**config.mk**
```make
export PLATFORM = sky130hd
export DESIGN_NAME = key_insn_gen
export DESIGN_NICKNAME = d
export VERILOG_FILES = /design/src/rtl/key_insn_pkg.sv /design/src/rtl/key_debounce.sv /design/src/rtl/key_insn_gen.sv
export SDC_FILE = /design/constraint.sdc
export NUM_CORES = 1
export LEC_CHECK = 0
export ABC_AREA = 1
export CAP_MARGIN = 10
export CORE_MARGIN = 4
export CORE_UTILIZATION = 58
export CTS_CLUSTER_DIAMETER = 30
export DETAILED_ROUTE_END_ITERATION = 8
export GPL_ROUTABILITY_DRIVEN = 0
export PLACE_DENSITY_LB_ADDON = 0.08
export SETUP_SLACK_MARGIN = 0.15
export SLEW_MARGIN = 40
export SYNTH_ARGS = -nofsm -noshare
export SYNTH_HDL_FRONTEND = slang
export SYNTH_SLANG_ARGS = --single-unit
```
**constraint.sdc**
```tcl
create_clock -name clk_in -period 3.8 [get_ports clk_in]
set_clock_uncertainty 0.2 [all_clocks]
set_input_delay 0.57 -clock clk_in [delete_from_list [all_inputs] [get_ports clk_in]]
set_output_delay 0.57 -clock clk_in [all_outputs]
set_load 0.05 [all_outputs]
```
**src/rtl/key_insn_pkg.sv**
```systemverilog
// Shared constants for the key-to-instruction generator: instruction words,
// key indices and the acknowledge-handshake state encoding.
package key_insn_pkg;

  localparam logic [31:0] INSN_LEFT  = 32'h2842_0001;  // addi r2,r2,1
  localparam logic [31:0] INSN_RIGHT = 32'h2842_FFFF;  // addi r2,r2,-1
  localparam logic [31:0] INSN_FIRE  = 32'h2863_0001;  // addi r3,r3,1

  // Bit positions inside key_level / pending vectors: {left, right, fire}
  localparam int KEY_FIRE  = 0;
  localparam int KEY_RIGHT = 1;
  localparam int KEY_LEFT  = 2;
  localparam int NUM_KEYS  = 3;

  typedef enum logic [1:0] {
    IDLE     = 2'd0,
    VALID    = 2'd1,
    WAIT_LOW = 2'd2
  } hs_state_e;

endpackage

```
**src/rtl/key_debounce.sv**
```systemverilog
// One button: 2-flop synchronizer, stability counter, debounced level and a
// one-cycle pulse on each accepted press.
module key_debounce #(
  parameter int DEBOUNCE_CYCLES = 500000
) (
  input  logic clk,
  input  logic rst_n,
  input  logic key_raw_n,
  output logic level,
  output logic rise
);
  localparam int CW = $clog2(DEBOUNCE_CYCLES + 1);
  localparam logic [CW-1:0] LAST = CW'(DEBOUNCE_CYCLES - 1);

  logic [1:0]    sync_q;
  logic [CW-1:0] cnt_q;
  logic          pressed;

  assign pressed = ~sync_q[1];

  // NOTE: sequential state uses non-blocking assignments so every flop samples
  // pre-edge values regardless of statement order.
  always_ff @(posedge clk or negedge rst_n) begin
    if (!rst_n) begin
      sync_q <= 2'b11;  // released
      cnt_q  <= '0;
      level  <= 1'b0;
      rise   <= 1'b0;
    end else begin
      sync_q <= {sync_q[0], key_raw_n};
      rise   <= 1'b0;
      if (pressed == level) begin
        cnt_q <= '0;
      end else if (cnt_q == LAST) begin
        cnt_q <= '0;
        level <= pressed;
        rise  <= pressed;
      end else begin
        cnt_q <= cnt_q + CW'(1);
      end
    end
  end
endmodule

```
**src/rtl/key_insn_gen.sv**
```systemverilog
// Debounced buttons -> instruction words with a 4-phase level handshake.
// Define KEY_AUTOREPEAT_EN to auto-repeat held left/right keys.
module key_insn_gen
  import key_insn_pkg::*;
#(
  parameter int DEBOUNCE_CYCLES = 500000,
  parameter int REPEAT_CYCLES   = 2500000
) (
  input  logic        clk_in,
  input  logic        reset_SW1,
  input  logic        KEY3,
  input  logic        KEY2,
  input  logic        KEY1,
  input  logic        key_ack,
  output logic [31:0] insn_key,
  output logic        key_pressed,
  output logic [2:0]  key_level
);
  if (DEBOUNCE_CYCLES < 1 || REPEAT_CYCLES < 1) begin : g_bad_params
    $error("key_insn_gen: cycle parameters must be >= 1");
  end

  logic [NUM_KEYS-1:0] raw_n, level, rise, rpt_set, pend_q, pend_clr;
  logic [1:0]          ack_q;
  logic                ack_sync;
  hs_state_e           state_q, state_d;
  logic [31:0]         insn_q, insn_d;

  assign raw_n[KEY_LEFT]  = KEY3;
  assign raw_n[KEY_RIGHT] = KEY2;
  assign raw_n[KEY_FIRE]  = KEY1;

  for (genvar k = 0; k < NUM_KEYS; k++) begin : g_key
    key_debounce #(.DEBOUNCE_CYCLES(DEBOUNCE_CYCLES)) u_deb (
      .clk      (clk_in),
      .rst_n    (reset_SW1),
      .key_raw_n(raw_n[k]),
      .level    (level[k]),
      .rise     (rise[k])
    );
  end

`ifdef KEY_AUTOREPEAT_EN
  localparam int RW = $clog2(REPEAT_CYCLES + 1);
  localparam logic [RW-1:0] RPT_LAST = RW'(REPEAT_CYCLES - 1);

  for (genvar k = 0; k < NUM_KEYS; k++) begin : g_rpt
    if (k == KEY_FIRE) begin : g_none
      assign rpt_set[k] = 1'b0;
    end else begin : g_timer
      logic [RW-1:0] tmr_q;
      // Timer restarts at the press event so repeats land every REPEAT_CYCLES after it
      always_ff @(posedge clk_in or negedge reset_SW1) begin
        if (!reset_SW1)                       tmr_q <= '0;
        else if (!level[k] || rise[k])        tmr_q <= '0;
        else if (tmr_q == RPT_LAST)           tmr_q <= '0;
        else                                  tmr_q <= tmr_q + RW'(1);
      end
      assign rpt_set[k] = level[k] && !rise[k] && (tmr_q == RPT_LAST);
    end
  end
`else
  assign rpt_set = '0;
`endif

  always_ff @(posedge clk_in or negedge reset_SW1) begin
    if (!reset_SW1) begin
      ack_q   <= 2'b00;
      pend_q  <= '0;
      state_q <= IDLE;
      insn_q  <= '0;
    end else begin
      ack_q   <= {ack_q[0], key_ack};
      // A new press wins over the clear of the same bit
      pend_q  <= (pend_q & ~pend_clr) | rise | rpt_set;
      state_q <= state_d;
      insn_q  <= insn_d;
    end
  end

  assign ack_sync = ack_q[1];

  // NOTE: every always_comb output gets a default first so no path infers a latch.
  always_comb begin
    state_d  = state_q;
    insn_d   = insn_q;
    pend_clr = '0;
    unique case (state_q)
      IDLE: begin
        if (|pend_q) begin
          state_d = VALID;
          if (pend_q[KEY_FIRE]) begin
            insn_d             = INSN_FIRE;
            pend_clr[KEY_FIRE] = 1'b1;
          end else if (pend_q[KEY_LEFT]) begin
            insn_d             = INSN_LEFT;
            pend_clr[KEY_LEFT] = 1'b1;
          end else begin
            insn_d              = INSN_RIGHT;
            pend_clr[KEY_RIGHT] = 1'b1;
          end
        end
      end
      VALID: begin
        if (ack_sync) begin
          state_d = WAIT_LOW;
          insn_d  = '0;
        end
      end
      WAIT_LOW: begin
        if (!ack_sync) state_d = IDLE;
      end
      default: begin
        state_d = IDLE;
        insn_d  = '0;
      end
    endcase
  end

  assign key_pressed = (state_q == VALID);
  assign insn_key    = insn_q;
  assign key_level   = level;
endmodule

```
==> flow_summary.toml <==
[worst_setup_path]
critPathCapture = "insn_key[3]"
r2r_start = "g_key[2].u_deb.cnt_q[0]$_DFF_PN0_"
start_kind = "flop"
end_kind = "output pin"
r2r_slack_ns = 2.14
critPathLaunch = "insn_key[15]$_DFFE_PN0P_"
cp_top_family = "buffers and inverters"
cp_slowest_cell = "clkdlybuf4s50_1"
criticalPathCategory = "flop to output pin"
critPathMaxStageDelay_ns = 0.89
arrival_ns = 1.82
r2r.worst_path.cells = 6
path_buf_inv = 1
cp_max_fo = 16
path_depth = 1
path_cells = "clkdlybuf4s50_1"
r2r_end = "g_key[2].u_deb.cnt_q[17]$_DFF_PN0_"
worstPathRequired_ns = 3.03

[logic_synthesis]
syn_area_per_cell_um2 = 7.98
synth_edf_count = 0
ys_ff_latch = 79
ys_seq_area_share_pct = 43.3
netlist_top_cells_count = "nor2_1, nand2_1, dfrtp_1"
synthFlopType = "dfrtp_1"
netlist_instances = 575
yosysUniqueCellTypes = 35
netlist_top_cells_area = "dfrtp_1, nor2_1, nand2_1"
yosysTopAreaCell = "dfrtp_1"
synth_top_cell_area_share_pct = 39.8
netlist_area_um2 = 4590
postSynth.asyncResetShare_pct = 100
synth.most_common_cell = "nor2_1"
ys_warn_count = 0

[route]
vias_per_cell = 5.04
drc = 0
ant_nets = 0
vias = 3515
initialDrtViolationCount = 171
wl_um = 8600
wire_per_inst_um = 12.3
first_pass_iters = 4

[finish]
layout-drive-gt1-share_pct = 14.5
nFillCells = 652
syn_to_final_growth_pct = 8.68
multiInputGateArea_um2 = 2120
nNetsFinal = 600
antennaDiodeCount = 0
final_area_um2 = 4980
seqCellArea_um2 = 1980

[global_routing]
met3_usage_pct = 3.32
groute.layer.met2.usage_pct = 32.8
grt_pass1_wl_um = 15400
antenna_found_initial = 0
gr-usage-met1_pct = 25.9
overflow = 0
track_usage_pct = 19.8
grt_max_degree = 80
busiest_layer = "met2"
grt_pass1_vias = 3394

[sta]
final_max_slew_viol_count = 0
max_slew.worst_pin.slew_ns = 0.694
setup_tns_ns = 0
hold_viol = 0
fmax_mhz = 386
post-route-min-period_ns = 2.59
rsz0062_at_grt = "no"
fin_crit_sh_pct = 68.1
setup_viol = 0
timing.slew.headroom_pct = 53.7

[worst_hold_path]
hold_path_class = "primary input to asynchronous set/reset pin"

[clocking]
ctsHoldBuffers = 0
cts_sinks = 79
cts_buffers = 9
path_clk_slew_ns = 0.07
cts_resized = 0
cts_tree = "done"
htree_levels = 3
insertion_delay_ns = 0.35
postCtsSetupBuffers = 0
clockBufferDepth = 2
cts-root-buf = "clkbuf_8"

[floorplanning]
die_x_um = 96.9
die_h_um = 96.9
core_um2 = 7690
io_pins = 42
core.rowCount = 32
die-area_um2 = 9390
start_util_pct = 59.7

[placement]
dp_hpwl_um = 6380
port_buffers = 31
dpl_cell_area_um2 = 4800

[pwr]
leakagePower_nw = 2.13
cellPowerDensity_nw_per_um2 = 309
ir_drop_v = 0.000192

[status]
status = "complete, no violations"

[run]
maxCapViolCount = 0
==> flip-flops by register name, summed over array words and instances, names as in the netlist <==
name                cells
insn_key                3
g_key.u_deb.cnt_q      57
g_key.u_deb.sync_q      6
ack_q                   2
g_key.u_deb.rise        3
g_key.u_deb.level       3
state_q                 2
pend_q                  3
==> where the power goes <==
group          leakage, nW  internal, mW  switching [mW]
sequential            1.07         0.855         0.00909
combinational        0.969        0.0173          0.0598
clock               0.0931         0.300           0.299
total                 2.13          1.17           0.368
==> through the flow <==
stage	power [mW]	cells	worst slack, ns	hold slack (ns)	util [%]
after floorplan	0.936	584	1.90	0.0744	-
after global placement	0.957	682	1.61	0.137	62.4
after detailed placement	0.959	682	1.55	0.140	62.5
after CTS	1.56	697	1.15	0.0622	64.8
after global routing	1.61	697	1.11	0.110	64.8
final	1.54	697	1.21	0.0515	64.8
==> area by class of cell <==
cell class                      instances  area share (%)
Multi-Input combinational cell        401            42.6
Sequential cell                        79            39.8
Timing Repair Buffer                   31            6.25
Inverter                               69            5.20
Clock buffer                           11            2.64
Tap cell                              102            2.56
Clock inverter                          4           0.979
==> routing by layer <==
metal  share of wire (%)  vias up
li1                    -     1797
met5                   0        -
met3                 4.9       15
met4                 1.9        0
met1                  45     1609
met2                  48       94
==> how the worst min path moves through the flow <==
stage / from / end / slack [ns] / depth (start not counted)
2_1_floorplan: reset_SW1 / ack_q[0]$_DFF_PN0_ / 0.07 / 0
3_3_place_gp: ack_q[0]$_DFF_PN0_ / ack_q[1]$_DFF_PN0_ / 0.14 / 0
3_5_place_dp: ack_q[0]$_DFF_PN0_ / ack_q[1]$_DFF_PN0_ / 0.14 / 0
4_1_cts: reset_SW1 / g_key[1].u_deb.cnt_q[10]$_DFF_PN0_ / 0.06 / 1
5_1_grt: reset_SW1 / g_key[2].u_deb.cnt_q[17]$_DFF_PN0_ / 0.11 / 1
6_report: reset_SW1 / state_q[1]$_DFFE_PN0P_ / 0.05 / 1
==> placed cells by master (no fill, tap or decap), types with 3 or more instances in the layout <==
| cell | n |
|---|---|
| nand2_1 | 86 |
| nor3_1 | 11 |
| nor2_4 | 13 |
| clkbuf_8 | 9 |
| clkdlybuf4s50_1 | 30 |
| inv_2 | 10 |
| nor2_1 | 117 |
| nor2_2 | 12 |
| o21ai_0 | 10 |
| nand3_1 | 48 |
| xnor2_1 | 3 |
| conb_1 | 10 |
| dfrtp_1 | 73 |
| nand2_4 | 6 |
| dfstp_2 | 6 |
| nand2_2 | 14 |
| nand4_1 | 11 |
| o21ai_1 | 6 |
| inv_1 | 59 |
| ha_1 | 3 |
| a21oi_1 | 14 |
| xor2_1 | 17 |
==> cells by family after synthesis <==
group	after synthesis	synth area share, %
and+or+nand+nor	332	35.7
buffers and inverters	104	11.2
DFF	79	43.3
AOI/OAI and AO/OA	33	3.79
xor gates and xnor gates	23	5.13
adders and majority gates	3	0.819
other	1	0.0818
Note: power is estimated with default switching activity, not from simulation.
==> RTL change (same flow settings) <==
Register the output `key_level`, cleared by the reset; this adds one clock of latency there. The other outputs are not delayed to match.
--- a/src/rtl/key_insn_gen.sv
+++ b/src/rtl/key_insn_gen.sv
@@ -120,5 +120,11 @@
   assign key_pressed = (state_q == VALID);
   assign insn_key    = insn_q;
-  assign key_level   = level;
+  always_ff @(posedge clk_in or negedge reset_SW1) begin
+    if (!reset_SW1) begin
+      key_level <= '0;
+    end else begin
+      key_level <= level;
+    end
+  end
 endmodule
 
Function: same outputs for any inputs over 10 cycles, from zero or initial values and one cycle with reset_SW1 low; that may be too few to reach the edited logic, so the function may still have changed.
==> RTL change against the original RTL <==
  * Area after synthesis down 1.3%
  * Setup slack better by 0.0031 ns
  * Die area down 1.2%
  * Design area decreased by 0.10%
  * Total power rose by 8.2%
  * Combinational power fell by 3.0%
  * Maximum frequency is 0.12% higher
  * Wire length rose by 0.98%
  * Sequential cell count up 3
  * Critical path depth is the same
  * Non-clock buffer count unchanged
  * First-iteration DRC count up 32%
  * Sequential power rose by 3.6%
  * Critical endpoint is now insn_key[7]
==> RTL change: results (changes against the original RTL) <==
- Status: completed
- Skew-Pair Late Insertion Delay: 0.35 ns (about the same)
- WL/cell: 12.4 um (+0.83%)
- Distinct cells, synth: 31 (-11%)
- Most common library cells after synthesis: 123 x nor2_1, 90 x nand2_1, 76 x dfrtp_1
- Met1 usage: 28.0% (+2.1 points)
- Async S/R FF share, synth: 100% (unchanged)
- Hold Slack: 0.0457 ns (-0.00579 ns)
- Number of global-route vias before repair: 3,362 (-0.94%)
- Mapped Cells: 575 (unchanged)
- Dpl cell area: 4760 um^2 (-0.89%)
- Root Driver: clkbuf_8
- Clock transition at path regs: 0.09 ns (+0.02 ns)
- Largest net degree at the start of global routing: 83 (+3.8%)
- Num CTS Buffers: 9 (unchanged)
- All-Layer GR Usage: 20.6% (+0.79 points)
- Drt initial violations: 225 (+32%)
- Setup WS pre-CTS: 1.56 ns (+0.0151 ns)
- GR Util met2: 33.8% (+0.95 points)
- DRT Pass-1 Iters: 5 (+1)
- Share of layout cells above drive strength 1: 11.2% (-3.3 points)
- Global-route wire length before repair: 15,100 um (-2.2%)
- Final std cells w/o fill: 698 (+0.14%)
- Reg2Reg Depth: 6 (unchanged)
- Top area cells in the synthesized netlist: dfrtp_1 42%, nor2_1 10%, nand2_1 7.5%
- Fill cells: 609 (-6.6%)
- Peak VDD IR: 0.000234 V (+22%)
- Vias: 3,589 (+2.1%)
- End of the worst register-to-register path: g_key[2].u_deb.cnt_q[5]
- Pleak: 2.11 nW (-1.2%)
- Reg2reg setup slack: 2.09 ns (-0.05 ns)
- Hold Buf Count CTS: 0 (unchanged)
## RTL change: cell types whose count changed after synthesis, moves of 2 or more
cell,unedited run,this run
o21ai_1,6,4
inv_1,59,66
inv_2,10,3
nor2_4,13,8
nor2_1,117,123
o21ai_0,10,12
buf_4,32,29
nand2_1,86,90
dfrtp_1,73,76
nand2_4,6,2
## RTL change: cell families (layout without fill, tap and decap cells)
family | count (synthesis) | in the layout | share of synthesized area (%)
simple gates | 332 | 332 | 34.0
buf+inv | 101 | 116 | 10.9
flops | 82 | 82 | 45.5
compound gates | 33 | 33 | 3.76
xor+xnor | 23 | 23 | 4.95
fa+ha+maj | 3 | 3 | 0.830
other cells | 1 | 10 | 0.0829
## RTL change: how the worst max path moves through the flow
stage | to | cells past startpoint | slack [ns]
after floorplan | insn_key[10] | 1 | 1.90
after global placement | insn_key[11] | 1 | 1.61
after detailed placement | insn_key[7] | 1 | 1.56
after CTS | insn_key[7] | 1 | 1.18
after global routing | insn_key[4] | 1 | 1.09
final | insn_key[7] | 1 | 1.21
## RTL change: layout make-up
| class | instances | area (um^2) | share of cell area, % |
|---|---|---|---|
| Timing Repair Buffer | 31 | 312 | 6.26 |
| Tap cell | 99 | 124 | 2.49 |
| Sequential cell | 82 | 2060 | 41.4 |
| Clock inverter | 6 | 90.1 | 1.81 |
| Inverter | 69 | 259 | 5.20 |
| Clock buffer | 10 | 128 | 2.56 |
| Multi-Input combinational cell | 401 | 2010 | 40.3 |
## RTL change: per-layer routing
layer,vias to the layer above,share of wire [%]
li1,1809,-
met1,1671,47
met2,101,47
met3,8,5.4
met4,0,1.2
met5,-,0
## RTL change: power by group
| part | internal (W) | switching [W] | total (W) |
|---|---|---|---|
| clock network | 0.000373 | 0.000323 | 0.000695 |
| registers | 0.000886 | 0.00000863 | 0.000895 |
| logic | 0.0000160 | 0.0000587 | 0.0000748 |
## RTL change: through the flow
stage	power, W	utilization [%]
after floorplan	0.000966	-
after global placement	0.000986	64.2
after detailed placement	0.000988	64.3
after CTS	0.00168	67.2
after global routing	0.00173	67.2
final	0.00167	67.2
